===== src/rtl/nv_nvdla_sdp_mcif_wr_rsp.sv =====
// Memory-side responder for the SDP write-DMA request stream: commits data beats to a
// flat 64-bit write port and returns a delayed complete pulse for ack-requesting commands.
module nv_nvdla_sdp_mcif_wr_rsp #(
  parameter int ACK_LATENCY     = 4,
  parameter int MAX_OUTSTANDING = 8
) (
  input  logic        nvdla_core_clk,
  input  logic        nvdla_core_rstn,
  input  logic        wr_req_valid,
  output logic        wr_req_ready,
  input  logic [65:0] wr_req_pd,
  input  logic        rsp_stall,
  output logic        wr_rsp_complete,
  output logic        mem_wr_en,
  output logic [31:0] mem_wr_addr,
  output logic [63:0] mem_wr_data,
  output logic        mem_wr_mask,
  output logic [7:0]  outstanding_cnt,
  output logic        prot_err
);

  localparam logic [7:0] MAX_OUT_C = 8'(MAX_OUTSTANDING);

  typedef enum logic [0:0] {ST_IDLE = 1'b0, ST_DATA = 1'b1} state_t;

  state_t                 state_r;
  logic [31:0]            beat_addr_r;
  logic [12:0]            beats_left_r;
  logic                   ack_req_r;
  logic [ACK_LATENCY-1:0] ack_pipe_r;

  logic ready_s;
  logic xfer_s;
  logic cmd_xfer_s;
  logic beat_xfer_s;
  logic last_beat_s;
  logic proto_err_s;
  logic ack_load_s;
  logic cnt_inc_s;
  logic cnt_dec_s;

  // Ready generation: reset and stall force it low; the outstanding limit applies only to new commands.
  always_comb begin
    ready_s = 1'b0;
    if (!nvdla_core_rstn) begin
      ready_s = 1'b0;
    end else if (rsp_stall) begin
      ready_s = 1'b0;
    end else if (state_r == ST_DATA) begin
      ready_s = 1'b1;
    end else begin
      ready_s = (outstanding_cnt < MAX_OUT_C);
    end
  end

  assign wr_req_ready = ready_s;

  // Transfer decode against the current state, including out-of-order packet types.
  always_comb begin
    xfer_s      = wr_req_valid & ready_s;
    cmd_xfer_s  = 1'b0;
    beat_xfer_s = 1'b0;
    proto_err_s = 1'b0;
    case (state_r)
      ST_IDLE: begin
        cmd_xfer_s  = xfer_s & ~wr_req_pd[65];
        proto_err_s = xfer_s & wr_req_pd[65];
      end
      ST_DATA: begin
        beat_xfer_s = xfer_s & wr_req_pd[65];
        proto_err_s = xfer_s & ~wr_req_pd[65];
      end
      default: begin
        cmd_xfer_s  = 1'b0;
        beat_xfer_s = 1'b0;
        proto_err_s = 1'b0;
      end
    endcase
    last_beat_s = beat_xfer_s & (beats_left_r == 13'd0);
    ack_load_s  = last_beat_s & ack_req_r;
    cnt_inc_s   = cmd_xfer_s & wr_req_pd[45];
    cnt_dec_s   = wr_rsp_complete & (outstanding_cnt != 8'd0);
  end

  // Command/beat sequencing; a stray command in DATA is dropped without disturbing the burst.
  always_ff @(posedge nvdla_core_clk) begin
    if (!nvdla_core_rstn) begin
      state_r      <= ST_IDLE;
      beat_addr_r  <= 32'd0;
      beats_left_r <= 13'd0;
      ack_req_r    <= 1'b0;
    end else begin
      case (state_r)
        ST_IDLE: begin
          if (cmd_xfer_s) begin
            state_r      <= ST_DATA;
            beat_addr_r  <= {wr_req_pd[31:3], 3'b000};
            beats_left_r <= wr_req_pd[44:32];
            ack_req_r    <= wr_req_pd[45];
          end
        end
        ST_DATA: begin
          if (beat_xfer_s) begin
            beat_addr_r <= beat_addr_r + 32'd8;
            if (beats_left_r == 13'd0) begin
              state_r <= ST_IDLE;
            end else begin
              beats_left_r <= beats_left_r - 13'd1;
            end
          end
        end
        default: state_r <= ST_IDLE;
      endcase
    end
  end

  // Registered memory write port, one cycle behind the beat transfer.
  always_ff @(posedge nvdla_core_clk) begin
    if (!nvdla_core_rstn) begin
      mem_wr_en   <= 1'b0;
      mem_wr_addr <= 32'd0;
      mem_wr_data <= 64'd0;
      mem_wr_mask <= 1'b0;
    end else begin
      mem_wr_en <= beat_xfer_s;
      if (beat_xfer_s) begin
        mem_wr_addr <= beat_addr_r;
        mem_wr_data <= wr_req_pd[63:0];
        mem_wr_mask <= wr_req_pd[64];
      end
    end
  end

  // Ack delay line; its last stage is the complete pulse.
  always_ff @(posedge nvdla_core_clk) begin
    if (!nvdla_core_rstn) begin
      ack_pipe_r <= '0;
    end else begin
      ack_pipe_r[0] <= ack_load_s;
      for (int i = 1; i < ACK_LATENCY; i++) begin
        ack_pipe_r[i] <= ack_pipe_r[i-1];
      end
    end
  end

  assign wr_rsp_complete = ack_pipe_r[ACK_LATENCY-1];

  // Outstanding ack-requesting command count.
  always_ff @(posedge nvdla_core_clk) begin
    if (!nvdla_core_rstn) begin
      outstanding_cnt <= 8'd0;
    end else begin
      case ({cnt_inc_s, cnt_dec_s})
        2'b10:   outstanding_cnt <= outstanding_cnt + 8'd1;
        2'b01:   outstanding_cnt <= outstanding_cnt - 8'd1;
        default: outstanding_cnt <= outstanding_cnt;
      endcase
    end
  end

  // Sticky protocol error flag.
  always_ff @(posedge nvdla_core_clk) begin
    if (!nvdla_core_rstn) begin
      prot_err <= 1'b0;
    end else if (proto_err_s) begin
      prot_err <= 1'b1;
    end
  end

endmodule


===== config.mk =====
export PLATFORM = sky130hd
export DESIGN_NAME = nv_nvdla_sdp_mcif_wr_rsp
export DESIGN_NICKNAME = d
export VERILOG_FILES = /design/src/rtl/nv_nvdla_sdp_mcif_wr_rsp.sv
export SDC_FILE = /design/constraint.sdc
export NUM_CORES = 1
export LEC_CHECK = 0
export CORE_ASPECT_RATIO = 0.5
export CORE_MARGIN = 4
export CORE_UTILIZATION = 44
export CTS_CLUSTER_DIAMETER = 50
export DETAILED_ROUTE_END_ITERATION = 16
export PLACE_DENSITY = 0.73
export SYNTH_ARGS = -nofsm -noshare
export SYNTH_HDL_FRONTEND = slang
export SYNTH_SLANG_ARGS = --single-unit

===== constraint.sdc =====
create_clock -name nvdla_core_clk -period 3.1 [get_ports nvdla_core_clk]
set_input_delay 0.62 -clock nvdla_core_clk [delete_from_list [all_inputs] [get_ports nvdla_core_clk]]
set_output_delay 0.62 -clock nvdla_core_clk [all_outputs]
set_load 0.05 [all_outputs]

## Yosys cells after proc, flatten, opt, wreduce, memory -nomap -nowiden

Index checks and enable logic that the tools add are counted.

| word-level totals | value |
|---|---|
| logic and storage cells | 54 |
| memory bits (read-only) | 0 |
| bits in latches | 0 |
| flip-flop bits (word level) | 158 |
| RAM bits | 0 |
| memories | 0 |
| output and inout bits | 109 |

| cells by class | value |
|---|---|
| div/mod/pow operators | 0 |
| shift-type cells | 0 |
| reductions and logical operators | 6 |
| magnitude comparators | 1 |
| bitwise operators | 9 |
| eq/ne operators | 5 |
| multiply operators | 0 |
| mux-type cells | 18 |
| add/sub/neg operators | 4 |

Operators by type and width:

| operator | count |
|---|---|
| 32-bit 2-to-1 mux | 2 |
| 32-bit case mux with 2 select lines | 1 |
| 13-bit 2-to-1 mux | 3 |
| 32-bit by 4-bit adder with 32-bit output (second input constant) | 1 |
| 13-bit case mux with 2 select lines | 1 |
| 8-bit case mux with 2 select lines | 1 |
| 13-bit zero test | 1 |
| 13-bit by 1-bit subtractor with 13-bit output (second input constant) | 1 |
| 8-bit by 1-bit adder with 8-bit output (second input constant) | 1 |
| 8-bit by 4-bit < comparator with 1-bit output (second input constant) | 1 |
| 1-bit 2-to-1 mux | 8 |
| 8-bit nonzero test | 1 |
| 8-bit by 1-bit subtractor with 8-bit output (second input constant) | 1 |
| 1-bit AND | 7 |
| 2-bit inequality test (second input constant) | 2 |
| 1-bit case mux with 2 select lines | 2 |
| 2-bit AND reduction | 2 |
| 3-bit AND reduction | 1 |
| 2-bit by 1-bit equality test with 1-bit output (second input constant) | 1 |
| 2-bit equality test (second input constant) | 1 |
| 2-bit by 1-bit inequality test with 1-bit output (second input constant) | 1 |
| 1-bit inverter | 2 |
| 2-bit nonzero test | 1 |

## Logic depth before layout (Yosys ltp)

| logic depth | value |
|---|---|
| depth after elaboration | 10 |
| gate-level depth with buffers | 12 |
| depth with buffers taken out | 11 |

## Worst setup path after synthesis

No wires, ideal clock.

| timing path | value |
|---|---|
| path type | input to register |
| from | in wr_req_pd[65] |
| to | reg outstanding_cnt[4] |
| required time | 3.030 ns |
| path slack | -0.049 ns |
| path buffers | 1 |
| data arrival time | 3.078 ns |
| cell stages on the path | 11 |
| path through | clkbuf_1 > nor4_1 > nor3b_1 > nand2_1 > ha_1 > ha_1 > nor2b_1 > o21a_1 > o21a_1 > or3_1 > a21oi_1 |

| between the ends | value |
|---|---|
| longest elaborated chain between the ends | 6 |
| elaborated cells between the ends (all ways) | 8 |

RTL lines:

| element | line | text |
|---|---|---|
| start, declared | 11 | `input logic [65:0] wr_req_pd,` |
| 1-bit inverter * | 66 | `cmd_xfer_s = xfer_s & ~wr_req_pd[65];` |
| 1-bit AND * | 66 |  |
| 1-bit 2-to-1 mux * | 64 | `case (state_r)` |
| 1-bit AND * | 81 | `cnt_inc_s = cmd_xfer_s & wr_req_pd[45];` |
| 2-bit by 1-bit equality test with 1-bit output or 2-bit equality test (tied branches) | 153 | `case ({cnt_inc_s, cnt_dec_s})` |
| 8-bit case mux with 2 select lines or 2-bit nonzero test (tied branches) | - |  |
| end signal, assigned | 154 | `2'b10: outstanding_cnt <= outstanding_cnt + 8'd1;` |
| end signal, assigned | 155 | `2'b01: outstanding_cnt <= outstanding_cnt - 8'd1;` |
| end signal, assigned | 156 | `default: outstanding_cnt <= outstanding_cnt;` |
| end, declared | 18 | `output logic [7:0] outstanding_cnt,` |

Mark *: on every way between the ends. The rest lies on a longest branch, timed or not.
A chain may end at the register's enable or synchronous reset.

## Worst setup path after layout

Same ends and word-level chain as after synthesis.

==> impl_metrics.json <==
{
  "cts_hold_buf": 0,
  "use_met1_pct": 30.35,
  "end_kind": "register",
  "worstPathArrival_ns": 3.29,
  "coreArea_mm2": 0.01486,
  "nFillCells": 1270,
  "synth-async-reset-ratio_pct": 0,
  "vias_per_cell": 5.461,
  "yosys.area_share.adder_pct": 1.930,
  "met3_usage_pct": 4.712,
  "yosys_warnings": 0,
  "initial_core_util_pct": 46.26,
  "grt_max_degree": 98,
  "drv_cap": 0,
  "drive_gt1_share_pct": 8.590,
  "met2_usage_pct": 36.89,
  "synth_compound_area_share_pct": 22.14,
  "wl_per_cell_um": 15.82,
  "final_common_cell": "nand2_1",
  "fin_skew_ns": 0.01557,
  "clkSinkCount": 152,
  "final_cells": 1269,
  "busiest_layer": "met2",
  "antenna_found_initial": 0,
  "grt_use_total_pct": 22.41,
  "rows": 31,
  "hold_depth": 1,
  "cts.path.max_buffers": 2,
  "required_ns": 3.44,
  "cp-start-kind": "primary input",
  "gp_congestion": 0.8388,
  "dp_hpwl_um": 13280,
  "io_pins": 179,
  "synth_top_cell_by_area": "dfxtp_1",
  "fmax_mhz": 339.5,
  "drt-initial-drc-count": 586,
  "rr_worst_depth": 10,
  "cts_setup_buffers": 0,
  "firstDrtPassIters": 7,
  "totalWireLength_um": 20070,
  "synthMuxAreaShare_pct": 0.5826,
  "worstPathMaxFanout": 6,
  "dieArea_mm2": 0.01781,
  "yosys.area_share.xor_xnor_pct": 0.3823,
  "ys_seq_elements": 152,
  "grt_pass1_vias": 6525,
  "rsz0062_at_grt": "no",
  "p_leak_nw": 3.371,
  "ys_types": 63,
  "powerDensity_mw_per_mm2": 475.4,
  "synth-main-ff-cell": "dfxtp_1",
  "die_w_um": 184.8,
  "clockRootBuffer": "clkbuf_16",
  "r2r_slack_ns": 0.25,
  "worst_pin_slew_ns": 0.9809,
  "seq_area_frac_synth_pct": 44.27,
  "syn-instance-count": 892,
  "grt-ovfl-total": 0,
  "antennaDiodeCount": 0,
  "synthSimpleGateAreaFrac_pct": 25.91,
  "route.detailed.drc": 0,
  "synth_area_mm2": 0.006873,
  "port_buffers": 175,
  "slew_headroom_pct": 34.61,
  "nets": 1138,
  "finalPower_mw": 4.536,
  "clk_latency_ns": 0.42,
  "cts.clk_slew.worst_paths_ns": 0.06,
  "setup_viol": 0,
  "report.final.slew_viol_count": 0,
  "fin_crit_ns": 2.946,
  "tritoncts": "yes",
  "cts_resized": 0,
  "syn_avg_cell_area_um2": 7.705,
  "final_cell_mix": "nand2_1, clkdlybuf4s50_1, dfxtp_1",
  "peakVddDrop_v": 0.0003597,
  "period_share_pct": 95.02,
  "area_growth_pct": 38.85,
  "synth_top_area_share_pct": 44.27,
  "dpl.cell_count": 1237,
  "cts_buffers": 17,
  "chipHeight_um": 96.38,
  "synth_edf_count": 0,
  "cts_max_level": 4,
  "antenna_left": 0,
  "hold_viol_final": 0,
  "synth_area_leaders": "dfxtp_1, nand2_1, a21oi_1",
  "vias": 6930,
  "synth_top_family_by_area": "simple AND/OR/NAND/NOR gates",
  "worst-setup-path-type": "primary input to register",
  "status": "finished, final reports clean",
  "grt_first_pass_wirelength_um": 32720,
  "hp-class": "register to register",
  "utilization_pct": 64.24
}
## power breakdown
group	leakage [nW]	switching (mW)	total, mW	internal [mW]
registers	1.23	0.0247	2.00	1.97
logic	1.85	0.207	0.375	0.168
clock network	0.292	0.864	2.16	1.30
total	3.37	1.10	4.54	3.44
## registers in the layout (all words and copies together), names as in the netlist
register         cells
mem_wr_data         64
beat_addr_r         29
mem_wr_addr         29
beats_left_r        13
outstanding_cnt      8
ack_pipe_r           4
ack_req_r            1
mem_wr_en            1
mem_wr_mask          1
prot_err             1
state_r              1
## layer usage
| layer | up-vias | part of all wire (%) |
|---|---|---|
| met5 | - | 0 |
| li1 | 3439 | - |
| met4 | 0 | 0.89 |
| met3 | 14 | 6.6 |
| met2 | 224 | 46 |
| met1 | 3253 | 47 |
## stage by stage
| step | area (um2) | worst slack [ns] | setup TNS [ns] | hold slack (ns) |
|---|---|---|---|---|
| after floorplan | 6885 | 0.01962 | 0 | 0.4062 |
| after global placement | 8929 | -0.1986 | -0.6370 | 0.4131 |
| after detailed placement | 8929 | -0.2842 | -1.000 | 0.4218 |
| after CTS | 9537 | 0.1435 | 0 | 0.4351 |
| after global routing | 9543 | 0.0007467 | 0 | 0.4450 |
| final | 9543 | 0.1545 | 0 | 0.4316 |
## cell type report
class | instances | area, um2 | share of cell area (%)
sequential | 152 | 3044 | 31.90
tap | 198 | 247.7 | 2.596
clock inverter | 13 | 165.2 | 1.731
timing repair buffer | 210 | 2044 | 21.42
clock buffer | 19 | 442.9 | 4.641
inverter | 16 | 62.56 | 0.6556
multi-input combinational | 661 | 3536 | 37.05
## critical path, stage by stage
cell and delay [ns]:
clkdlybuf4s50_1 0.43, nor4_2 0.25, nor3b_2 0.25, nand2_1 0.11
ha_1 0.29, ha_1 0.32, nor2b_1 0.15, o21a_1 0.18
o21a_1 0.18, or3_1 0.35, a21oi_1 0.14
## worst paths after layout
path | to | from
setup / recovery | outstanding_cnt[4]$_SDFFE_PN0P_ | wr_req_pd[65]
setup reg to reg | outstanding_cnt[4]$_SDFFE_PN0P_ | outstanding_cnt[7]$_SDFFE_PN0P_
hold / removal | ack_pipe_r[1]$_SDFF_PN0_ | ack_pipe_r[0]$_SDFF_PN0_
hold reg to reg | ack_pipe_r[1]$_SDFF_PN0_ | ack_pipe_r[0]$_SDFF_PN0_
## synth_stat cells, types with 5 or more instances
cell type and n:
nand2_1 236, dfxtp_1 152, a21oi_1 126, clkbuf_1 47, nor2_1 37, o21ai_0 32, a21boi_0 19, nand3_1 19
nor3_1 19, inv_1 14, nor2b_1 14, nor4_1 11, a31oi_1 10, nand4_1 10, o21a_1 10, ha_1 9
o22ai_1 8, and3_1 7, buf_1 7, buf_2 7, and2_1 6, o221a_2 6, nand2b_1 5, o32ai_1 5
or3_1 5
## cells by family (layout without fill, tap and decap cells)
group / count (synthesis) / after routing
and+or+nand+nor: 391 / 391
AOI/OAI and AO/OA: 250 / 250
DFF: 152 / 152
buffers and inverters: 81 / 258
adders and majority gates: 10 / 10
muxes: 4 / 4
xor gates and xnor gates: 3 / 3
other: 1 / 3
(Power assumes the default switching activity.)
